## config.mk

```make
export PLATFORM = sky130hd
export DESIGN_NAME = count_seq_monitor
export DESIGN_NICKNAME = d
export VERILOG_FILES = /design/src/rtl/count_seq_monitor_pkg.sv /design/src/rtl/count_seq_sat_counter.sv /design/src/rtl/count_seq_monitor.sv
export SDC_FILE = /design/constraint.sdc
export NUM_CORES = 1
export LEC_CHECK = 0
export ABC_AREA = 1
export CAP_MARGIN = 20
export CORE_UTILIZATION = 40
export CTS_CLUSTER_DIAMETER = 80
export DETAILED_ROUTE_END_ITERATION = 10
export PLACE_DENSITY = 0.76
export SETUP_SLACK_MARGIN = 0.3
export SLEW_MARGIN = 0
export SYNTH_ARGS = -nofsm -noshare
export SYNTH_HDL_FRONTEND = slang
export SYNTH_SLANG_ARGS = --single-unit
```

## constraint.sdc

```tcl
create_clock -name clk -period 1.82 [get_ports clk]
set_clock_uncertainty 0.05 [all_clocks]
set_input_delay 0.364 -clock clk [delete_from_list [all_inputs] [get_ports clk]]
set_output_delay 0.364 -clock clk [all_outputs]
set_load 0.05 [all_outputs]
```

## src/rtl/count_seq_monitor_pkg.sv

```systemverilog
// Shared definitions for the counter sequence monitor:
// FSM state encodings and the width of the internal lock streak counter.
package count_seq_monitor_pkg;

    typedef enum logic [1:0] {
        IDLE    = 2'b00,
        ACQUIRE = 2'b01,
        LOCKED  = 2'b10
    } mon_state_e;

    // The streak counter is 4 bits wide, so LOCK_CNT can be at most 15.
    localparam int STREAK_W = 4;

endpackage : count_seq_monitor_pkg

```

## src/rtl/count_seq_sat_counter.sv

```systemverilog
// Saturating up-counter: increments on inc_i and sticks at all-ones.
// Asynchronous active-high reset.
module count_seq_sat_counter #(
    parameter int W = 8
) (
    input  logic         clk_i,
    input  logic         rst_i,
    input  logic         inc_i,
    output logic [W-1:0] count_o
);

    logic [W-1:0] count_q;

    // Count up on each request, holding once every bit is set.
    always_ff @(posedge clk_i or posedge rst_i) begin
        if (rst_i) begin
            count_q <= '0;
        end else if (inc_i && (count_q != '1)) begin
            count_q <= count_q + W'(1);
        end
    end

    assign count_o = count_q;

endmodule : count_seq_sat_counter

```

## src/rtl/count_seq_monitor.sv

```systemverilog
// Counter sequence monitor: checks that each valid sample is the previous
// accepted sample plus one (mod 2^WIDTH). It reports lock status, a wrap
// pulse, a mismatch pulse and a saturating mismatch count. All outputs are
// registered.
// Optional build macro COUNT_SEQ_MONITOR_HOLD_EN: while locked, a sample equal
// to the previous one is treated as a counter pause rather than as an error.
module count_seq_monitor
    import count_seq_monitor_pkg::*;
#(
    parameter int WIDTH     = 3,
    parameter int LOCK_CNT  = 2,
    parameter int ERR_CNT_W = 8
) (
    input  logic                 clk,
    input  logic                 reset,
    input  logic [WIDTH-1:0]     count_in,
    input  logic                 valid_in,
    output logic                 locked,
    output logic                 err_pulse,
    output logic                 wrap_pulse,
    output logic [ERR_CNT_W-1:0] err_count,
    output logic [WIDTH-1:0]     last_count
);

    localparam logic [STREAK_W-1:0] LOCK_TGT = STREAK_W'(LOCK_CNT);

    mon_state_e          state_q,  state_d;
    logic [WIDTH-1:0]    last_q,   last_d;
    logic [STREAK_W-1:0] streak_q, streak_d;
    logic                locked_q, locked_d;
    logic                err_q,    err_d;
    logic                wrap_q,   wrap_d;

    logic [WIDTH-1:0]    expected;
    logic                match;
    logic                repeat_hold;

    assign expected = last_q + WIDTH'(1);
    assign match    = (count_in == expected);

`ifdef COUNT_SEQ_MONITOR_HOLD_EN
    assign repeat_hold = (count_in == last_q);
`else
    assign repeat_hold = 1'b0;
`endif

    // State and output registers; reset clears everything immediately.
    always_ff @(posedge clk or posedge reset) begin
        if (reset) begin
            state_q  <= IDLE;
            last_q   <= '0;
            streak_q <= '0;
            locked_q <= 1'b0;
            err_q    <= 1'b0;
            wrap_q   <= 1'b0;
        end else begin
            state_q  <= state_d;
            last_q   <= last_d;
            streak_q <= streak_d;
            locked_q <= locked_d;
            err_q    <= err_d;
            wrap_q   <= wrap_d;
        end
    end

    // Next-state decode: only valid samples move the FSM; pulses default low.
    always_comb begin
        state_d  = state_q;
        last_d   = last_q;
        streak_d = streak_q;
        locked_d = locked_q;
        err_d    = 1'b0;
        wrap_d   = 1'b0;

        if (valid_in) begin
            unique case (state_q)
                IDLE: begin
                    last_d   = count_in;
                    streak_d = '0;
                    state_d  = ACQUIRE;
                end
                ACQUIRE: begin
                    last_d = count_in;
                    if (match) begin
                        if ((streak_q + STREAK_W'(1)) == LOCK_TGT) begin
                            state_d  = LOCKED;
                            locked_d = 1'b1;
                        end else begin
                            streak_d = streak_q + STREAK_W'(1);
                        end
                    end else begin
                        streak_d = '0;
                    end
                end
                LOCKED: begin
                    if (repeat_hold) begin
                        // Counter paused: nothing changes.
                        state_d = LOCKED;
                    end else if (match) begin
                        last_d = count_in;
                        wrap_d = (last_q == '1);
                    end else begin
                        err_d    = 1'b1;
                        locked_d = 1'b0;
                        streak_d = '0;
                        last_d   = count_in;
                        state_d  = ACQUIRE;
                    end
                end
                default: begin
                    state_d  = IDLE;
                    locked_d = 1'b0;
                    streak_d = '0;
                end
            endcase
        end
    end

    // Mismatch counter advances on the same edge that raises err_pulse.
    count_seq_sat_counter #(
        .W (ERR_CNT_W)
    ) u_err_cnt (
        .clk_i   (clk),
        .rst_i   (reset),
        .inc_i   (err_d),
        .count_o (err_count)
    );

    assign locked     = locked_q;
    assign err_pulse  = err_q;
    assign wrap_pulse = wrap_q;
    assign last_count = last_q;

endmodule : count_seq_monitor

```

==> impl_metrics.csv <==
group,metric,value,unit
logic_synthesis,synth_area,0.00113,sq mm
global_routing,met3_usage,5.15,%
floorplan,die_x,55.3,um
logic_synthesis,yosysTopAreaCell,"dfrtp_1",
power_and_ir_drop,intPower,0.000716,W
layout,drive_above_1_share,29.4,%
worst_setup_path,critPathKind,"register to register",
clock_tree,clock-sinks,20,
timing,hold_viol,0,
route,ant_nets,0,
worst_setup_path,reg2reg_setup_slack,0.02,ns
power_and_ir_drop,vdd_drop_max,0.539,mV
logic_synthesis,synth_top_area_share,44.1,%
power_and_ir_drop,seqPwrFrac,46.9,%
logic_synthesis,netlist-cell-type-count,20,
logic_synthesis,synth-edff-count,0,
clock_tree,htreeDepth,1,
logic_synthesis,ys_seq_area_share,44.1,%
worst_setup_path,startpoint_type,"register",
layout,nFillCells,229,
logic_synthesis,yosys-top-cells-count,"49 x nand2_1, 20 x dfrtp_1, 16 x inv_1",
clock_tree,tritoncts,"built",
timing,period_needed,1.80,ns
timing,whs,0.312,ns
worst_setup_path,crit_top_cell,"nand2_2",
layout,multi_input_area,627,sq um
worst_setup_path,cpPeakStageDelay,0.44,ns
worst_setup_path,arrival,1.96,ns
worst_setup_path,end_kind,"register",
global_routing,top_usage_layer,"met2",
floorplan,die_area,0.00305,sq mm
worst_setup_path,critPathBufInv,1,
worst_setup_path,cp_top_family,"simple AND/OR/NAND/NOR gates",
worst_setup_path,cp_data_required_time,1.98,ns
route,num_vias,1001,
route,drt_first_pass_iters,5,
timing,finalSetupViolations,0,
layout,fin_nets,182,
global_routing,grt_first_pass_wirelength,4340,um
timing,slew_violations,0,
timing,rsz0062_at_grt,"yes",
logic_synthesis,synth_nets,151,
hold_path,hold_path.class,"input pin to asynchronous set/reset pin",
place,dp_hpwl,1780,um
route,vias_per_cell,5.01,
route,totalWireLength,2450,um
global_routing,grt-ovfl-total,0,
global_routing,grt_usage,17.7,%
floorplan,io_pins,20,
place,place_ws,-0.107,ns
power_and_ir_drop,combPwrFrac,28.6,%
timing,timing.final.crit_share,99.0,%
power_and_ir_drop,p_leak,0.747,nW
timing,fin_ws,0.0177,ns
layout,ff_latch_area,503,sq um
global_routing,use_met1,19.1,%
global_routing,grt_max_degree,21,
timing,max_freq,555,MHz
floorplan,core_area,0.00257,sq mm
place,dpl.cell_count,194,
worst_setup_path,cp_max_fo,3,
power_and_ir_drop,p_switching,0.000371,W
clock_tree,clock_latency,0.31,ns
power_and_ir_drop,pwr-share-clk,24.5,%
global_routing,use_met2,31.3,%
floorplan,die_height,55.3,um
global_routing,first_global_vias,1060,
place,placement.io_buffers,19,
logic_synthesis,yosysMostFrequentCell,"nand2_1",
timing,worst_pin_slew,0.350,ns
route,remaining_drc_errors,0,
logic_synthesis,postSynthCellCount,140,
route,wl_per_cell,12.3,um
clock_tree,clockRootBuffer,"clkbuf_4",
timing,relSlewSlack,76.5,%
logic_synthesis,ys_top_cells_by_area,"dfrtp_1 44%, nand2_1 16%, ha_1 5.5%",
logic_synthesis,yosys_register_bits,20,
logic_synthesis,ys.flop_type,"dfrtp_1",
global_routing,antenna_found_initial,0,
logic_synthesis,yosysWarnings,0,
power_and_ir_drop,swShare,34.2,%
layout,fin_cells,200,
clock_tree,ctsLongestPathBuffers,2,
logic_synthesis,syn_avg_cell_area,8.11,sq um
power_and_ir_drop,cellPowerDensity,726,mW/mm^2
place,place.gp.congestion,0.786,
logic_synthesis,synthArstFlopShare,100,%
layout,syn2layout_area_growth,32.0,%
floorplan,rows,18,
clock_tree,cts_buffers,3,
floorplan,start_util,44.2,%
place,placed_cell_area,0.00139,sq mm
run,maxCapViolCount,0,
layout,fin_area,0.00150,sq mm
layout,diodes,0,
route,drt_iter0_markers,38,
clock_tree,clk_pin_slew,0.12,ns
worst_setup_path,crit_path_top_delay_cell,"dfrtp_2",
clock_tree,holdBufCountCts,0,
status,status,"complete, no violations",
worst_setup_path,path_cells,"ha_4 -> ha_4 -> nand2_2 -> nand2_2 -> nand2_2 -> nor2_4 -> buf_6 -> nand2_2 -> nand2_2 -> nand3_1 -> nand2_1 -> nand2_1",
## cell type report
cell class,count,area share (%)
clock buffers,4,2.42
inverters,17,4.26
multi-input cells,102,41.9
flip-flops and latches,20,33.6
well taps,30,2.51
repair buffers,27,15.4
## cell families after synthesis
logic type / synth area share [%]
AOI/OAI and AO/OA: 5.29
xor gates and xnor gates: 6.17
adders and majority gates: 5.51
buffers and inverters: 6.62
DFF: 44.1
muxes: 0.992
and+or+nand+nor: 31.3
## power by group through the flow
stage | clock network (W) | logic [W] | registers [W]
after floorplan | 0 | 0.000133 | 0.000567
final | 0.000266 | 0.000311 | 0.000510
after global placement | 0 | 0.000256 | 0.000515
after global routing | 0.000293 | 0.000340 | 0.000515
after detailed placement | 0 | 0.000267 | 0.000516
after CTS | 0.000276 | 0.000293 | 0.000508
## stage by stage
stage	total power (W)	setup TNS, ns	utilization (%)
after floorplan	0.000700	-1.08	-
after global placement	0.000771	-0.0116	54.2
after detailed placement	0.000783	-0.461	54.2
after CTS	0.00108	0	57.0
after global routing	0.00115	-0.974	58.3
final	0.00109	0	58.3
## metal layers
layer,wire length [um],part of all wire [%]
met1,964,39
met2,1300,53
met3,120,4.9
met4,70,2.9
met5,0,0
## worst register-to-register path, cell delays in order (launching register included)
cell and delay (ns):
dfrtp_2 0.44, ha_4 0.17, ha_4 0.27, nand2_2 0.04
nand2_2 0.08, nand2_2 0.07, nor2_4 0.14, buf_6 0.12
nand2_2 0.05, nand2_2 0.07, nand3_1 0.09, nand2_1 0.07
nand2_1 0.05
## state kept, by name, indices dropped and copies added (netlist names)
name,cells
wrap_pulse,1
state_q,2
err_pulse,1
last_count,3
streak_q,4
locked,1
u_err_cnt.count_o,8
## worst paths after layout
| check | start | to | cells after the start |
|---|---|---|---|
| min reg2reg | locked$_DFFE_PP0P_ | locked$_DFFE_PP0P_ | 2 |
| max | last_count[1]$_DFFE_PP0P_ | locked$_DFFE_PP0P_ | 12 |
| max in group asynchronous | reset | last_count[0]$_DFFE_PP0P_ | 3 |
| min | reset | streak_q[2]$_DFFE_PP0P_ | 3 |
| max reg2reg | last_count[1]$_DFFE_PP0P_ | locked$_DFFE_PP0P_ | 12 |
| min in group clk | locked$_DFFE_PP0P_ | locked$_DFFE_PP0P_ | 2 |
## cell usage in the layout (no fill, tap or decap), types with 4 or more instances in the layout
cell / netlist / routed
nor2_1: 8 / 7
inv_1: 16 / 15
clkdlybuf4s50_1: 0 / 5
xnor2_1: 5 / 5
dfrtp_1: 20 / 18
nand2_1: 49 / 42
buf_4: 0 / 18
buf_6: 1 / 4
nand4_1: 4 / 4
nand2_2: 3 / 9
nand3_1: 8 / 8
## what timing repair did
item	CTS	global route
pin swaps	8	3
resized for setup	11	7
gates cloned	0	0
setup endpoints to repair	17	20
buffers inserted	1	1
(Power assumes the default switching activity.)
